## config.mk

```make
export PLATFORM = sky130hd
export DESIGN_NAME = mem_bist_master_flat
export DESIGN_NICKNAME = d
export VERILOG_FILES = /design/src/rtl/mem_bist_pkg.sv /design/src/rtl/mem_bist_master_if.sv /design/src/rtl/mem_req_timer.sv /design/src/rtl/mem_bist_master.sv /design/src/flat_wrapper.sv
export SDC_FILE = /design/constraint.sdc
export NUM_CORES = 1
export LEC_CHECK = 0
export CORE_ASPECT_RATIO = 0.9
export CORE_MARGIN = 4
export CORE_UTILIZATION = 55
export CTS_CLUSTER_DIAMETER = 40
export DETAILED_ROUTE_END_ITERATION = 10
export DONT_BUFFER_PORTS = 1
export GPL_ROUTABILITY_DRIVEN = 0
export GPL_TIMING_DRIVEN = 0
export PLACE_DENSITY = 0.7
export SLEW_MARGIN = 20
export SYNTH_ARGS = -nofsm -noshare
export SYNTH_HDL_FRONTEND = slang
export SYNTH_SLANG_ARGS = --single-unit
```

## constraint.sdc

```tcl
create_clock -name clk -period 5.5 [get_ports clk]
set_clock_uncertainty 0.1 [all_clocks]
set_input_delay 0.55 -clock clk [delete_from_list [all_inputs] [get_ports clk]]
set_output_delay 0.55 -clock clk [all_outputs]
set_load 0.02 [all_outputs]
```

## src/rtl/mem_bist_pkg.sv

```systemverilog
// Shared types and helpers for the memory BIST bus master: FSM state encoding,
// default I/O report address and the address-derived test pattern.
package mem_bist_pkg;

  typedef enum logic [2:0] {
    IDLE,
    WR_REQ,
    WR_WAIT,
    RD_REQ,
    RD_WAIT,
    RPT_REQ,
    RPT_WAIT,
    DONE
  } state_t;

  localparam logic [15:0] DEF_IO_ADDR = 16'h0100;
  localparam logic [15:0] DEF_SEED    = 16'h5A5A;

  // Test word for an address: the low 16 address bits XOR the seed.
  function automatic logic [15:0] pat(input logic [15:0] addr, input logic [15:0] seed);
    return addr ^ seed;
  endfunction

endpackage

```

## src/rtl/mem_bist_master_if.sv

```systemverilog
// High-level memory request interface between a requester (master) and the
// memory controller (slave): one-cycle strobes, rdy gating, one-cycle cplt.
interface mem_bist_master_if #(
  parameter int ADDR_WIDTH = 16,
  parameter int DATA_WIDTH = 16
);
  logic [ADDR_WIDTH-1:0] mem_addr;
  logic [DATA_WIDTH-1:0] mem_wdata;
  logic                  mem_r_en;
  logic                  mem_w_en;
  logic                  mem_rdy;
  logic                  mem_cplt;
  logic [DATA_WIDTH-1:0] mem_rdata;

  modport master (
    output mem_addr, mem_wdata, mem_r_en, mem_w_en,
    input  mem_rdy, mem_cplt, mem_rdata
  );

  modport slave (
    input  mem_addr, mem_wdata, mem_r_en, mem_w_en,
    output mem_rdy, mem_cplt, mem_rdata
  );
endinterface

```

## src/rtl/mem_req_timer.sv

```systemverilog
// Completion wait counter: cleared on restart, saturates one short of TIMEOUT
// so that expired is seen in the TIMEOUT-th cycle after the strobe.
module mem_req_timer #(
  parameter int TIMEOUT = 1024
) (
  input  logic clk,
  input  logic rst,
  input  logic restart,
  output logic expired
);

  localparam int            CW       = (TIMEOUT > 1) ? $clog2(TIMEOUT) : 1;
  localparam logic [CW-1:0] LAST_CNT = CW'(TIMEOUT - 1);

  logic [CW-1:0] cnt;

  // NOTE: state is updated with non-blocking assignments and reset
  // asynchronously, so every register sees pre-edge values of its peers.
  always_ff @(posedge clk or posedge rst) begin
    if (rst)                   cnt <= '0;
    else if (restart)          cnt <= '0;
    else if (cnt != LAST_CNT)  cnt <= cnt + CW'(1);
  end

  assign expired = (cnt == LAST_CNT);

endmodule

```

## src/rtl/mem_bist_master.sv

```systemverilog
// Write-then-readback memory test master: walks an address window skipping the
// I/O address, verifies each word, then writes the error count to the I/O address.
module mem_bist_master
  import mem_bist_pkg::*;
#(
  parameter int          ADDR_WIDTH = 16,
  parameter int          DATA_WIDTH = 16,
  parameter logic [15:0] START_ADDR = 16'h0000,
  parameter logic [15:0] END_ADDR   = 16'h00FF,
  parameter logic [15:0] IO_ADDR    = DEF_IO_ADDR,
  parameter logic [15:0] SEED       = DEF_SEED,
  parameter int          TIMEOUT    = 1024
) (
  input  logic                  clk,
  input  logic                  rst,
  input  logic                  start,
  mem_bist_master_if.master     bus,
  output logic                  busy,
  output logic                  done,
  output logic                  pass,
  output logic [15:0]           err_count,
  output logic [ADDR_WIDTH-1:0] first_err_addr
);

  typedef logic [ADDR_WIDTH-1:0] addr_t;

  localparam addr_t START_A = addr_t'(START_ADDR);
  localparam addr_t END_A   = addr_t'(END_ADDR);
  localparam addr_t IO_A    = addr_t'(IO_ADDR);
  localparam addr_t FIRST_A = (START_A == IO_A) ? START_A + addr_t'(1) : START_A;
  localparam addr_t LAST_A  = (END_A == IO_A) ? END_A - addr_t'(1) : END_A;
  localparam bit    EMPTY   = (START_A == IO_A) && (END_A == IO_A);

  function automatic logic [DATA_WIDTH-1:0] pat_word(input addr_t a);
    return DATA_WIDTH'(pat(16'(a), SEED));
  endfunction

  function automatic addr_t next_addr(input addr_t a);
    addr_t n;
    n = a + addr_t'(1);
    if (n == IO_A) n = n + addr_t'(1);
    return n;
  endfunction

  state_t      state;
  addr_t       cur_addr;
  logic        restart;
  logic        expired;
  logic        cplt_ok;
  logic        rd_bad;
  logic [15:0] err_inc;

  // A cplt seen while our own strobe is still high belongs to an earlier request.
  assign cplt_ok = bus.mem_cplt && !bus.mem_w_en && !bus.mem_r_en;
  assign rd_bad  = cplt_ok ? (bus.mem_rdata != pat_word(cur_addr)) : 1'b1;
  assign err_inc = (err_count == 16'hFFFF) ? err_count : err_count + 16'd1;
  assign restart = bus.mem_rdy && (state == WR_REQ || state == RD_REQ || state == RPT_REQ);

  mem_req_timer #(.TIMEOUT(TIMEOUT)) u_timer (
    .clk     (clk),
    .rst     (rst),
    .restart (restart),
    .expired (expired)
  );

  always_ff @(posedge clk or posedge rst) begin
    if (rst) begin
      state          <= IDLE;
      cur_addr       <= '0;
      bus.mem_addr   <= '0;
      bus.mem_wdata  <= '0;
      bus.mem_r_en   <= 1'b0;
      bus.mem_w_en   <= 1'b0;
      busy           <= 1'b0;
      done           <= 1'b0;
      pass           <= 1'b0;
      err_count      <= '0;
      first_err_addr <= '0;
    end else begin
      // NOTE: strobes default low each cycle, which makes every strobe exactly one cycle wide.
      bus.mem_w_en <= 1'b0;
      bus.mem_r_en <= 1'b0;
      case (state)
        IDLE, DONE: begin
          if (start) begin
            cur_addr       <= FIRST_A;
            err_count      <= '0;
            first_err_addr <= '0;
            done           <= 1'b0;
            pass           <= 1'b0;
            busy           <= 1'b1;
            state          <= EMPTY ? RPT_REQ : WR_REQ;
          end
        end
        WR_REQ: begin
          if (bus.mem_rdy) begin
            bus.mem_w_en  <= 1'b1;
            bus.mem_addr  <= cur_addr;
            bus.mem_wdata <= pat_word(cur_addr);
            state         <= WR_WAIT;
          end
        end
        WR_WAIT: begin
          if (cplt_ok || expired) begin
            if (!cplt_ok) begin
              err_count <= err_inc;
              if (err_count == 16'd0) first_err_addr <= cur_addr;
            end
            if (cur_addr == LAST_A) begin
              cur_addr <= FIRST_A;
              state    <= RD_REQ;
            end else begin
              cur_addr <= next_addr(cur_addr);
              state    <= WR_REQ;
            end
          end
        end
        RD_REQ: begin
          if (bus.mem_rdy) begin
            bus.mem_r_en <= 1'b1;
            bus.mem_addr <= cur_addr;
            state        <= RD_WAIT;
          end
        end
        RD_WAIT: begin
          if (cplt_ok || expired) begin
            if (rd_bad) begin
              err_count <= err_inc;
              if (err_count == 16'd0) first_err_addr <= cur_addr;
            end
            if (cur_addr == LAST_A) begin
              state <= RPT_REQ;
            end else begin
              cur_addr <= next_addr(cur_addr);
              state    <= RD_REQ;
            end
          end
        end
        RPT_REQ: begin
          if (bus.mem_rdy) begin
            bus.mem_w_en  <= 1'b1;
            bus.mem_addr  <= IO_A;
            bus.mem_wdata <= DATA_WIDTH'(err_count);
            state         <= RPT_WAIT;
          end
        end
        RPT_WAIT: begin
          // A lost report completion is not counted: the result is already final.
          if (cplt_ok || expired) begin
            busy  <= 1'b0;
            done  <= 1'b1;
            pass  <= (err_count == 16'd0);
            state <= DONE;
          end
        end
        default: state <= IDLE;
      endcase
    end
  end

endmodule

```

## src/flat_wrapper.sv

```systemverilog
// flat-port wrapper written by rule: the top's interface ports become plain ports
module mem_bist_master_flat import mem_bist_pkg::*;
#(
  parameter int          ADDR_WIDTH = 16,
  parameter int          DATA_WIDTH = 16,
  parameter logic [15:0] START_ADDR = 16'h0000,
  parameter logic [15:0] END_ADDR   = 16'h00FF,
  parameter logic [15:0] IO_ADDR    = DEF_IO_ADDR,
  parameter logic [15:0] SEED       = DEF_SEED,
  parameter int          TIMEOUT    = 1024
)
  (clk, rst, start, busy, done, pass, err_count, first_err_addr, bus_mem_addr, bus_mem_wdata, bus_mem_r_en, bus_mem_w_en, bus_mem_rdy, bus_mem_cplt, bus_mem_rdata);
  mem_bist_master_if #(.ADDR_WIDTH(ADDR_WIDTH), .DATA_WIDTH(DATA_WIDTH)) bus_i ();
  input  logic clk;
  input  logic rst;
  input  logic start;
  output logic busy;
  output logic done;
  output logic pass;
  output logic [15:0] err_count;
  output logic [ADDR_WIDTH-1:0] first_err_addr;
  output wire logic [$bits(bus_i.mem_addr)-1:0] bus_mem_addr;
  output wire logic [$bits(bus_i.mem_wdata)-1:0] bus_mem_wdata;
  output wire logic [$bits(bus_i.mem_r_en)-1:0] bus_mem_r_en;
  output wire logic [$bits(bus_i.mem_w_en)-1:0] bus_mem_w_en;
  input wire logic [$bits(bus_i.mem_rdy)-1:0] bus_mem_rdy;
  input wire logic [$bits(bus_i.mem_cplt)-1:0] bus_mem_cplt;
  input wire logic [$bits(bus_i.mem_rdata)-1:0] bus_mem_rdata;
  assign bus_mem_addr = bus_i.mem_addr;
  assign bus_mem_wdata = bus_i.mem_wdata;
  assign bus_mem_r_en = bus_i.mem_r_en;
  assign bus_mem_w_en = bus_i.mem_w_en;
  assign bus_i.mem_rdy = bus_mem_rdy;
  assign bus_i.mem_cplt = bus_mem_cplt;
  assign bus_i.mem_rdata = bus_mem_rdata;
  mem_bist_master #(.ADDR_WIDTH(ADDR_WIDTH), .DATA_WIDTH(DATA_WIDTH), .START_ADDR(START_ADDR), .END_ADDR(END_ADDR), .IO_ADDR(IO_ADDR), .SEED(SEED), .TIMEOUT(TIMEOUT)) u_core (.clk(clk), .rst(rst), .start(start), .bus(bus_i), .busy(busy), .done(done), .pass(pass), .err_count(err_count), .first_err_addr(first_err_addr));
endmodule
```

# [Yosys cells after proc, flatten, opt, wreduce, memory -nomap -nowiden]
# Index checks and enable logic that the tools add are counted.
[word_totals] register_bits=98 in_bits=21 wordCells=114
[classes] add_sub_neg=4 eq_ne=24 muxes=49 bitwise=1 reduce_logical=24
[ops] cell="$mux W16" count=20
[ops] cell="$pmux W16 S3" count=3
[ops] cell="$pmux W16 S2" count=2
[ops] cell="$add A16 B1 Y16 const B" count=3
[ops] cell="$mux W3" count=8
[ops] cell="$pmux W3 S7" count=1
[ops] cell="$mux W10" count=2
[ops] cell="$eq A16 B16 Y1 const B" count=1
[ops] cell="$eq A16 B8 Y1 const B" count=1
[ops] cell="$eq A16 B9 Y1 const B" count=1
[ops] cell="$logic_not A16 Y1" count=1
[ops] cell="$ne A16 B16 Y1" count=1
[ops] cell="$eq A3 B3 Y1 const B" count=4
[ops] cell="$ne A2 B2 Y1 const B" count=6
[ops] cell="$add A10 B1 Y10 const B" count=1
[ops] cell="$eq A10 B10 Y1 const B" count=1
[ops] cell="$ne A10 B10 Y1 const B" count=1
[ops] cell="$ne A2 B1 Y1 const B" count=5
[ops] cell="$mux W1" count=9
[ops] cell="$reduce_and A3 Y1" count=3
[ops] cell="$not A8 Y8" count=1
[ops] cell="$reduce_bool A2 Y1" count=4
[ops] cell="$reduce_and A7 Y1" count=1
[ops] cell="$eq A3 B2 Y1 const B" count=2
[ops] cell="11 further kinds" count=20

# [Depth between registers and ports, before layout]
# Gate-level depths: netlist of run 1.
[logic_depth] depth_word=7 mapped_depth=10 ltp_nobuf=8

# [Cells and area by module]
# From an unflattened synthesis of run 1, not the netlist that was laid out.
[hier_totals] hier_cells=605 hier_area_um2=5408.9
[modules_own_cells] module="mem_bist_master" n_inst=1 cells_per_inst=557 area_per_inst_um2=4882.2
[modules_own_cells] module="mem_req_timer" n_inst=1 cells_per_inst=48 area_per_inst_um2=526.8

# [Worst setup path after synthesis of run 1]
# No wires, ideal clock.
[synth_path] path_kind="input-to-reg" startpoint="input port bus_mem_cplt" endpoint="register u_core.first_err_addr[8]" setup_ps=128 arrival_ps=2160 t_required_ps=5272 setup_slack_ps=3112 stages=8 path_buffers=2 path_cell_list="nor3b_2 nand4_1 or3_1 nor2_1 clkbuf_2 a211oi_1 buf_4 mux2_1"
[synth_via] elab_chain_len=5 word_cells_on_any_way=9 cone_classes="eq/ne (4); mux (1); reduce/logical (4)"
[synth_lines] element="start, declared" line="flat_wrapper.sv:27" rtl="input wire logic [$bits(bus_i.mem_cplt)-1:0] bus_mem_cplt;"
[synth_lines] element="$logic_and A1 B1 Y1 (*) (2 in a row)" line="mem_bist_master.sv:54" rtl="assign cplt_ok = bus.mem_cplt && !bus.mem_w_en && !bus.mem_r_en;"
[synth_lines] element="$mux W1 or $logic_or A1 B1 Y1 (tied branches)" line="mem_bist_master.sv:55, mem_bist_master.sv:104, mem_bist_master.sv:126"
[synth_lines] element="$ne A2 B1 Y1 (no source line)"
[synth_lines] element="$reduce_and A6 Y1 (no source line) (*)"
[synth_lines] element="end signal, assigned" line="mem_bist_master.sv:107" rtl="if (err_count == 16'd0) first_err_addr <= cur_addr;"
[synth_lines] element="end signal, assigned" line="mem_bist_master.sv:129" rtl="if (err_count == 16'd0) first_err_addr <= cur_addr;"
[synth_lines] element="end, declared" line="mem_bist_master.sv:22" rtl="output logic [ADDR_WIDTH-1:0] first_err_addr"
# Every way passes the cells marked *; elsewhere a longest branch is shown, timed or not.
# A chain may end at the register's enable or synchronous reset.

# [Worst setup path in the final report of run 1]
[layout_path] startpoint="register u_core.cur_addr[0]" endpoint="register u_core.cur_addr[10]"
[layout_via] elab_chain_len=6 word_cells_on_any_way=12 cone_classes="add/sub (2); eq/ne (3); mux (6); reduce/logical (1)"
[layout_lines] element="start, declared" line="mem_bist_master.sv:46" rtl="addr_t cur_addr;"
[layout_lines] element="start signal, assigned" line="mem_bist_master.sv:113" rtl="cur_addr <= next_addr(cur_addr);"
[layout_lines] element="start signal, assigned" line="mem_bist_master.sv:134" rtl="cur_addr <= next_addr(cur_addr);"
[layout_lines] element="$add A16 B1 Y16" line="mem_bist_master.sv:40" rtl="n = a + addr_t'(1);"
[layout_lines] element="$add A16 B1 Y16 or $eq A16 B9 Y1 (tied branches)" line="mem_bist_master.sv:41" rtl="if (n == IO_A) n = n + addr_t'(1);"
[layout_lines] element="$mux W16" line="mem_bist_master.sv:41"
[layout_lines] element="$mux W16, on equally long branches" line="mem_bist_master.sv:131, mem_bist_master.sv:109"
[layout_lines] element="$mux W16, on equally long branches" line="mem_bist_master.sv:126, mem_bist_master.sv:104"
[layout_lines] element="$pmux W16 S3" line="mem_bist_master.sv:83" rtl="case (state)"
# Several ways; a longest one is shown, not always the timed one. The select of a mux whose other input is x is not followed.

==> flow_summary.yaml, run 1 <==
logic_synthesis:
  yosys.area_share.simple_pct: 22.8
  synth_fa_ha_area_share_pct: 1.15
  netlist.area_leader.share_pct: 45.2
  syn_nets: 629
  synth_area_sq_um: 5430
  synth-compound-area-share_pct: 16.5
  synth_xor_area_share_pct: 3.71
  synth_top_family_by_area: "simple AND/OR/NAND/NOR gates"
  yosysSeqAreaShare_pct: 45.2
  synthTopCellsByArea: "dfrtp_1, nand2_1, o21ai_0"
  synthArstFlopShare_pct: 100
  synthDistinctLibCells: 66
  netlist_instances: 603
  synthMuxAreaShare_pct: 5.21
  synth_area_leader_cell: "dfrtp_1"
  syn_avg_cell_area_sq_um: 9.00
  synthFlopType: "dfrtp_1"
  synth_seq_cells: 98
  synth_edf_count: 0
  ys_warn_count: 0
worst_setup_path:
  cpPeakStageDelay_ps: 480
  required_ps: 5640
  crit_type: "register to register"
  crit_path_max_fanout: 10
  crit_path_end_kind: "register"
  crit_path_start_kind: "register"
  reg2reg_slack_ps: 2520
  worst_r2r_path_depth: 10
  worstPathArrival_ps: 3120
  cpMostUsedCell: "clkbuf_1"
  reg2reg_from: "u_core.cur_addr[0]"
  reg2reg_to: "u_core.cur_addr[10]"
  crit_path_cell_trace: "ha_1 -> nand3_2 -> or2_1 -> clkbuf_1 -> or2_0 -> clkbuf_1 -> a31oi_2 -> buf_2 -> o21ai_0 -> o41ai_1"
  cpMaxStageDelayCell: "dfrtp_1"
sta:
  slew-limit-headroom_pct: 51.9
  rsz0062_at_grt: "no"
  setup_viol_count_final: 0
  setup_tns_ps: 0
  hold_viol: 0
  max_freq_mhz: 335
  slew_violations: 0
  tightest_slew_ps: 717
  min_period_ps: 2980
  period_share_pct: 54.2
routing:
  firstDrtPassIters: 5
  wl_um: 15300
  viasPerCell: 6.32
  drc: 0
  drt.antenna.violating_nets: 0
  via_count: 4722
  routedWlPerCell_um: 20.5
  drtIter0Drc: 427
outcome:
  status: "completed"
clock_network:
  clock_path_buffers: 2
  cts_tree: "yes"
  cts_sinks: 98
  cts_htree_levels: 3
  cts_buffers: 9
  root_buffer: "clkbuf_8"
  postCtsSetupBuffers: 0
  clk_pin_slew_ps: 100
  worst_skew_pair.late_latency_ps: 380
global_route:
  grt_pass1_wl_um: 24800
  antenna_found_initial: 0
  grt.overflow.total: 0
  grt_use_total_pct: 27.4
  grt_max_degree: 52
  grt_pass1_vias: 4539
layout:
  areaGrowthSynthToFinish_pct: 7.93
  final_cell_mix: "dfrtp_1, nand2_1, o21ai_0"
  nNetsFinal: 642
  drive_above_1_share_pct: 9.66
  fill_cells: 831
  final_common_cell: "dfrtp_1"
  antenna_cells: 0
  final_area_sq_um: 5860
pwr:
  power_density_nw_per_um2: 423
  leakagePower_nw: 2.60
  ir_worst_vdd_mv: 0.204
hold_path:
  hold_depth: 2
  worstHoldEndpoint: "u_core.bus.mem_r_en"
  hp-class: "input pin to register"
  hp-start: "bus_mem_rdy"
placement:
  postPlaceCellArea_sq_um: 5620
  dpl.hpwl_um: 10900
  io_buffers: 0
floorplan:
  die_h_um: 102
  io_pins: 90
  die_w_um: 113
  initial_core_util_pct: 56.2
  dieArea_sq_um: 11500
  rows: 34
  coreArea_sq_um: 9660
run:
  maxCapViolations: 0
## cells by family (layout without fill, tap and decap cells)
kind of cell,count (synthesis),count (layout)
muxes,28,28
xor gates and xnor gates,23,23
buffers and inverters,67,85
DFF,98,98
adders and majority gates,5,5
and+or+nand+nor,242,242
AOI/OAI and AO/OA,140,140
## flip-flops by register name, indices dropped and copies added, names as in the netlist
name,flops
u_core.bus.mem_addr,16
u_core.bus.mem_r_en,1
u_core.bus.mem_w_en,1
u_core.bus.mem_wdata,16
u_core.busy,1
u_core.cur_addr,16
u_core.done,1
u_core.err_count,16
u_core.first_err_addr,16
u_core.pass,1
u_core.state,3
u_core.u_timer.cnt,10
## critical path, delay by kind of cell (launching register included)
family	cells	cell delay (ps)
flip-flops	1	480
buffers and inverters	3	650
AO/OA/AOI/OAI	3	620
adder cells (fa/ha/maj)	1	310
AND/OR/NAND/NOR	3	690
## Yosys cell counts (2+ instances only)
| cell | count |
|---|---|
| nor3_1 | 12 |
| nand3_2 | 2 |
| buf_6 | 2 |
| o31ai_1 | 21 |
| nor2_1 | 37 |
| a21o_1 | 2 |
| nand4_1 | 14 |
| nand3b_1 | 3 |
| xnor2_1 | 11 |
| xor2_1 | 12 |
| and4_1 | 4 |
| mux2i_1 | 26 |
| buf_2 | 18 |
| nor4_1 | 11 |
| buf_4 | 2 |
| and3_1 | 12 |
| dfrtp_1 | 98 |
| a211oi_1 | 3 |
| o22ai_1 | 2 |
| o21ai_0 | 53 |
| o21a_1 | 3 |
| nand3_1 | 28 |
| o41ai_1 | 3 |
| a21boi_0 | 2 |
| ha_1 | 5 |
| nand2b_1 | 6 |
| or3_1 | 5 |
| o31a_1 | 2 |
| o211a_1 | 2 |
| a21oi_1 | 27 |
| clkbuf_1 | 22 |
| or2_2 | 5 |
| nand2_1 | 80 |
| o21ai_1 | 2 |
| or4_1 | 11 |
| inv_1 | 21 |
| a31oi_1 | 5 |
## through the flow
step / setup WS (ps) / hold WS (ps) / power [W] / utilization [%] / instances
after floorplan: 2290 / 399 / 0.00168 / - / 603
after global placement: 1260 / 424 / 0.00190 / 57.8 / 729
final: 2520 / 295 / 0.00248 / 60.7 / 747
after CTS: 2610 / 267 / 0.00247 / 60.7 / 747
after detailed placement: 2640 / 367 / 0.00193 / 58.2 / 730
after global routing: 2390 / 273 / 0.00263 / 60.7 / 747
## worst max-delay path by stage
stage                        from                endpoint  slack, ps  depth (start not counted)
6_report       u_core.cur_addr[0]     u_core.cur_addr[10]       2520                         10
5_1_grt        u_core.cur_addr[0]      u_core.cur_addr[7]       2390                         10
4_1_cts        u_core.cur_addr[0]     u_core.cur_addr[10]       2610                         10
3_5_place_dp   u_core.cur_addr[0]     u_core.cur_addr[10]       2640                         10
3_3_place_gp                  rst   u_core.u_timer.cnt[5]       1260                          1
2_1_floorplan                 rst  u_core.bus.mem_addr[0]       2290                          1
## metal layers
metal / vias to the layer above / global-route usage, % / routed length, um
met5: - / 0 / 0
met4: 0 / 9.33 / 288
met3: 24 / 7.10 / 1330
met2: 195 / 43.4 / 7050
met1: 2312 / 36.9 / 6620
li1: 2191 / - / -
## what timing repair did
item	in CTS	in global routing
hold endpoints to repair	47	0
hold buffers	1	0
gates resized for setup	0	0
## cell type report
class / count / area [sq um] / share of cell area, %
Buffer: 46 / 219 / 3.74
Clock buffer: 9 / 124 / 2.11
Clock inverter: 7 / 106 / 1.82
Inverter: 21 / 83.8 / 1.43
Multi-Input combinational cell: 438 / 2680 / 45.7
Sequential cell: 98 / 2450 / 41.9
Tap cell: 126 / 158 / 2.69
Timing Repair Buffer: 2 / 37.5 / 0.641
## where the power goes
part / switching [W] / internal [W] / leakage, nW
Clock: 0.000284 / 0.000265 / 0.117
Sequential: 0.000179 / 0.000826 / 1.32
Combinational: 0.000622 / 0.000301 / 1.16
Total: 0.00108 / 0.00139 / 2.60
Note: power is estimated with default switching activity, not from simulation.
==> inputs of run 2 (changes only) <==
Settings changed: PLACE_DENSITY 0.7 to 0.73.
Clock period 5.5 ns to 2.7 ns, I/O delays scaled along.
==> flow_summary.yaml, run 2 (synthesized netlist as in run 1, its figures left out) <==
clock_network:
  cts_sinks: 98
  clk_pin_slew_ps: 100
  worst_skew_pair.late_latency_ps: 380
  cts_buffers: 9
  cts_tree: "yes"
  cts_htree_levels: 3
  clock_path_buffers: 2
  root_buffer: "clkbuf_8"
sta:
  slew-limit-headroom_pct: 50.5
  setup_viol_count_final: 0
  period_share_pct: 98.2
  fin_ws_ps: 47.9
  slew_violations: 0
  setup_tns_ps: 0
  max_freq_mhz: 377
  tightest_slew_ps: 735
  min_period_ps: 2650
  fin_hold_ws_ps: 8.01
  hold_viol: 0
  rsz0062_at_grt: "yes"
routing:
  firstDrtPassIters: 7
  wl_um: 15700
  drtIter0Drc: 508
  drc: 0
  drt.antenna.violating_nets: 0
  via_count: 4828
  routedWlPerCell_um: 20.9
  viasPerCell: 6.44
layout:
  areaGrowthSynthToFinish_pct: 10.2
  final_cell_mix: "dfrtp_1, nand2_1, o21ai_0"
  nNetsFinal: 645
  antenna_cells: 0
  final_area_sq_um: 5980
  final_common_cell: "dfrtp_1"
  drive_above_1_share_pct: 12.5
  fill_cells: 806
worst_setup_path:
  crit_buf_inv: 3
  crit_path_max_fanout: 10
  crit_family: "simple AND/OR/NAND/NOR gates"
  crit_cells: 10
  crit_path_cell_trace: "ha_2 -> nand3_2 -> or2_1 -> clkbuf_1 -> or2_0 -> clkbuf_2 -> a31oi_4 -> buf_6 -> o21ai_1 -> o21ai_0"
  crit_path_end_kind: "register"
  cpMaxStageDelayCell: "dfrtp_2"
  required_ps: 2870
  worst_r2r_path_depth: 10
  worstPathArrival_ps: 2830
  crit_type: "register to register"
  cpPeakStageDelay_ps: 440
  crit_path_start_kind: "register"
floorplan:
  initial_core_util_pct: 56.2
  die_h_um: 102
  io_pins: 90
  dieArea_sq_um: 11500
  rows: 34
  die_w_um: 113
  coreArea_sq_um: 9660
global_route:
  grt_use_total_pct: 27.6
  antenna_found_initial: 0
  grt_pass1_wl_um: 24900
  grt.overflow.total: 0
  grt_max_degree: 30
  grt_pass1_vias: 4816
hold_path:
  hp-class: "input pin to register"
  hold_depth: 2
pwr:
  total_power_w: 0.00505
  comb_power_share_pct: 39.1
  leakagePower_nw: 2.65
  power.switching_w: 0.00226
  power_density_nw_per_um2: 845
  ir_worst_vdd_mv: 0.537
  seq_power_share_pct: 40.7
  pwr-share-clk_pct: 20.3
  p_int_w: 0.00279
  netSwitchingFraction_pct: 44.7
placement:
  dpl.hpwl_um: 11100
  post-place-ws_ps: -130
  io_buffers: 0
  postPlaceCellArea_sq_um: 5660
run:
  maxCapViolations: 0
outcome:
  status: "completed"
==> run 2: cell types whose count changed in the layout (fill, tap and decap cells not counted), sizes merged <==
cell         change
clkinvlp         +1
bufinv           -1
buf              +3
dlygate4sd3      +1
clkbuf           -1
==> run 2: path summary, 6_finish.rpt <==
check / from / to / slack, ps
min: bus_mem_rdy / u_core.state[1] / 8
max reg2reg: u_core.cur_addr[0] / u_core.cur_addr[13] / 50
min reg2reg: u_core.u_timer.cnt[2] / u_core.u_timer.cnt[2] / 450
max: u_core.cur_addr[0] / u_core.cur_addr[13] / 50
min in group asynchronous: rst / u_core.first_err_addr[5] / 360
max in group asynchronous: rst / u_core.state[1] / 1360
==> run 2: area by class of cell <==
cell class	count	area, sq um	share of cell area (%)
Buffer	45	231	3.87
Clock buffer	9	124	2.07
Clock inverter	7	81.3	1.36
Inverter	21	82.6	1.38
Multi-Input combinational cell	438	2750	46.1
Sequential cell	98	2450	41.0
Tap cell	126	158	2.64
Timing Repair Buffer	6	95.1	1.59
==> run 2: power by group through the flow <==
| stage | logic (W) | clock network [W] | registers, W |
|---|---|---|---|
| 2_1_floorplan | 0.00141 | 0 | 0.00201 |
| 3_3_place_gp | 0.00179 | 0 | 0.00207 |
| 3_5_place_dp | 0.00186 | 0 | 0.00208 |
| 4_1_cts | 0.00189 | 0.00103 | 0.00206 |
| 5_1_grt | 0.00217 | 0.00110 | 0.00208 |
| 6_report | 0.00197 | 0.00102 | 0.00205 |
==> run 2: timing repair <==
item | CTS | global route
pin swaps | 0 | 5
gates resized for setup | 4 | 26
endpoints found under the hold margin | 28 | 0
hold buffers | 2 | 0
setup buffers | 0 | 1
endpoints found under the setup margin | 22 | 33
==> run 2: stage by stage <==
stage / std cells / util (%)
2_1_floorplan: 603 / -
3_3_place_gp: 729 / 57.9
3_5_place_dp: 732 / 58.6
4_1_cts: 750 / 61.1
5_1_grt: 750 / 61.9
6_report: 750 / 61.9
==> run 2: metal layers <==
metal	vias to the layer above	global-route usage [%]	routed length [um]
met5	-	0	0
met4	0	12.0	623
met3	63	8.76	1760
met2	281	43.3	6930
met1	2298	35.4	6360
li1	2186	-	-
==> inputs of run 3 (changes only) <==
Settings changed: SYNTH_HIERARCHICAL set to 1.
==> flow_summary.yaml, run 3 <==
layout:
  multi_input_area_sq_um: 2770
  final_common_cell: "dfrtp_1"
  final_cell_mix: "dfrtp_1, nand2_1, o21ai_0"
  areaGrowthSynthToFinish_pct: 12.4
  register_area_sq_um: 2460
  drive_above_1_share_pct: 15.6
  post-route-util_pct: 63.3
  antenna_cells: 0
  nNetsFinal: 655
  fill_cells: 850
placement:
  io_buffers: 0
  post-place-ws_ps: -372
  dpl.hpwl_um: 10800
global_route:
  grt_pass1_wl_um: 23900
  grt_max_degree: 52
  antenna_found_initial: 0
  grt.overflow.total: 0
  grt_pass1_vias: 4512
  grt_use_total_pct: 26.5
sta:
  setup_viol_count_final: 0
  fin_hold_ws_ps: 161
  min_period_ps: 2660
  hold_viol: 0
  slew_violations: 0
  fin_ws_ps: 36.4
  period_share_pct: 98.7
  rsz0062_at_grt: "yes"
  slew-limit-headroom_pct: 56.1
  setup_tns_ps: 0
  tightest_slew_ps: 658
  max_freq_mhz: 375
hold_path:
  hp-class: "input pin to register"
  worstHoldEndpoint: "u_core/done"
  hp-start: "start"
  hold_depth: 3
run:
  maxCapViolations: 0
clock_network:
  worst_skew_pair.late_latency_ps: 380
  cts_tree: "yes"
  cts_buffers: 9
  cts_htree_levels: 3
  clk_pin_slew_ps: 110
  cts_sinks: 98
  clock_path_buffers: 2
  root_buffer: "clkbuf_8"
logic_synthesis:
  synth_area_leader_cell: "dfrtp_1"
  synthMuxAreaShare_pct: 5.74
  synthTopCellsByArea: "dfrtp_1, nand2_1, mux2i_1"
  synth_top_family_by_area: "simple AND/OR/NAND/NOR gates"
  synthArstFlopShare_pct: 100
  synthTopCellsByCount: "dfrtp_1, nand2_1, o21ai_0, inv_1, mux2i_1"
  synthFlopType: "dfrtp_1"
  syn_avg_cell_area_sq_um: 8.94
  synth_xor_area_share_pct: 3.56
  yosys.area_share.simple_pct: 22.9
  synth.most_common_cell: "dfrtp_1"
  yosysSeqAreaShare_pct: 45.3
  synth_area_sq_um: 5410
  synth-compound-area-share_pct: 14.4
  ys_warn_count: 6
  netlist_instances: 605
  synth_seq_cells: 98
  synth_edf_count: 0
  synthDistinctLibCells: 59
  syn_nets: 632
  synth_fa_ha_area_share_pct: 1.39
  netlist.area_leader.share_pct: 45.3
floorplan:
  dieArea_sq_um: 11500
  die_w_um: 113
  coreArea_sq_um: 9610
  io_pins: 90
  die_h_um: 102
  initial_core_util_pct: 56.3
  rows: 34
worst_setup_path:
  reg2reg_to: "u_core/cur_addr[5]"
  reg2reg_from: "u_core/cur_addr[1]"
  crit_path_start_kind: "register"
  crit_path_cell_trace: "ha_1 -> and4_4 -> nand4_2 -> nor2b_1 -> o21bai_2 -> buf_2 -> nor2_1 -> o21ai_2 -> o31ai_4"
  reg2reg_slack_ps: 40
  crit_path_end_kind: "register"
  worst_r2r_path_depth: 9
  cpMaxStageDelayCell: "dfrtp_2"
  crit_type: "register to register"
  worstPathArrival_ps: 2820
  cpPeakStageDelay_ps: 510
  required_ps: 2860
  crit_path_max_fanout: 10
routing:
  via_count: 4827
  drtIter0Drc: 359
  wl_um: 15600
  viasPerCell: 6.36
  drc: 0
  drt.antenna.violating_nets: 0
  routedWlPerCell_um: 20.5
  firstDrtPassIters: 5
pwr:
  leakagePower_nw: 2.70
  total_power_w: 0.00450
  power_density_nw_per_um2: 740
  ir_worst_vdd_mv: 0.357
outcome:
  status: "completed"
## run 3: per-layer routing
layer | vias to the layer above | global-route usage, % | share of wire (%)
met1 | 2403 | 34.8 | 41
met2 | 210 | 42.7 | 48
met4 | 0 | 9.06 | 1.6
met3 | 21 | 7.46 | 9.5
met5 | - | 0 | 0
li1 | 2193 | - | -
## run 3: cell families after synthesis
| group | after synthesis |
|---|---|
| multiplexers | 31 |
| buffers and inverters | 77 |
| adder cells (fa/ha/maj) | 6 |
| AO/OA/AOI/OAI | 131 |
| AND/OR/NAND/NOR | 240 |
| XOR/XNOR | 22 |
| flip-flops | 98 |
## run 3: how the worst max path moves through the flow
stage / cells after the start / from / end
floorplan: 13 / u_core/u_timer/cnt[0] / u_core/cur_addr[5]
global placement: 1 / rst / u_core/first_err_addr[13]
detailed placement: 13 / u_core/u_timer/cnt[0] / u_core/cur_addr[0]
CTS: 8 / u_core/cur_addr[0] / u_core/cur_addr[2]
global route: 12 / u_core/u_timer/cnt[1] / u_core/err_count[12]
finish: 9 / u_core/cur_addr[1] / u_core/cur_addr[5]
## run 3: layout make-up
type / count / area share (%)
Clock buffer: 9 / 2.04
Multi-Input combinational cell: 430 / 45.5
Inverter: 34 / 2.18
Clock inverter: 7 / 1.03
Sequential cell: 98 / 40.4
Tap cell: 126 / 2.59
Buffer: 41 / 3.95
Timing Repair Buffer: 14 / 2.30
## run 3: stage by stage
stage,cells,area [sq um]
global route,759,6080
detailed placement,732,5590
finish,759,6080
floorplan,605,5410
global placement,731,5570
CTS,754,5880
## run 3: repair_timing
action	CTS	global route
setup endpoints to repair	35	39
hold buffers	2	0
gates resized for setup	12	41
cloned	0	1
buffers inserted	5	5
pin swaps	1	8
hold endpoints to repair	61	0
## run 3: worst max-delay path: cells and delay by family, from the launching register on
kind | cells | cell delay (ps)
AOI/OAI and AO/OA | 3 | 600
adders and majority gates | 1 | 290
and+or+nand+nor | 4 | 720
buffers and inverters | 1 | 320
DFF | 1 | 510
## run 3: where the power goes
group / total [W] / leakage [nW] / switching [W] / internal [W]
registers: 0.00205 / 1.32 / 0.000386 / 0.00166
clock network: 0.000923 / 0.0859 / 0.000570 / 0.000353
logic: 0.00153 / 1.30 / 0.000996 / 0.000532
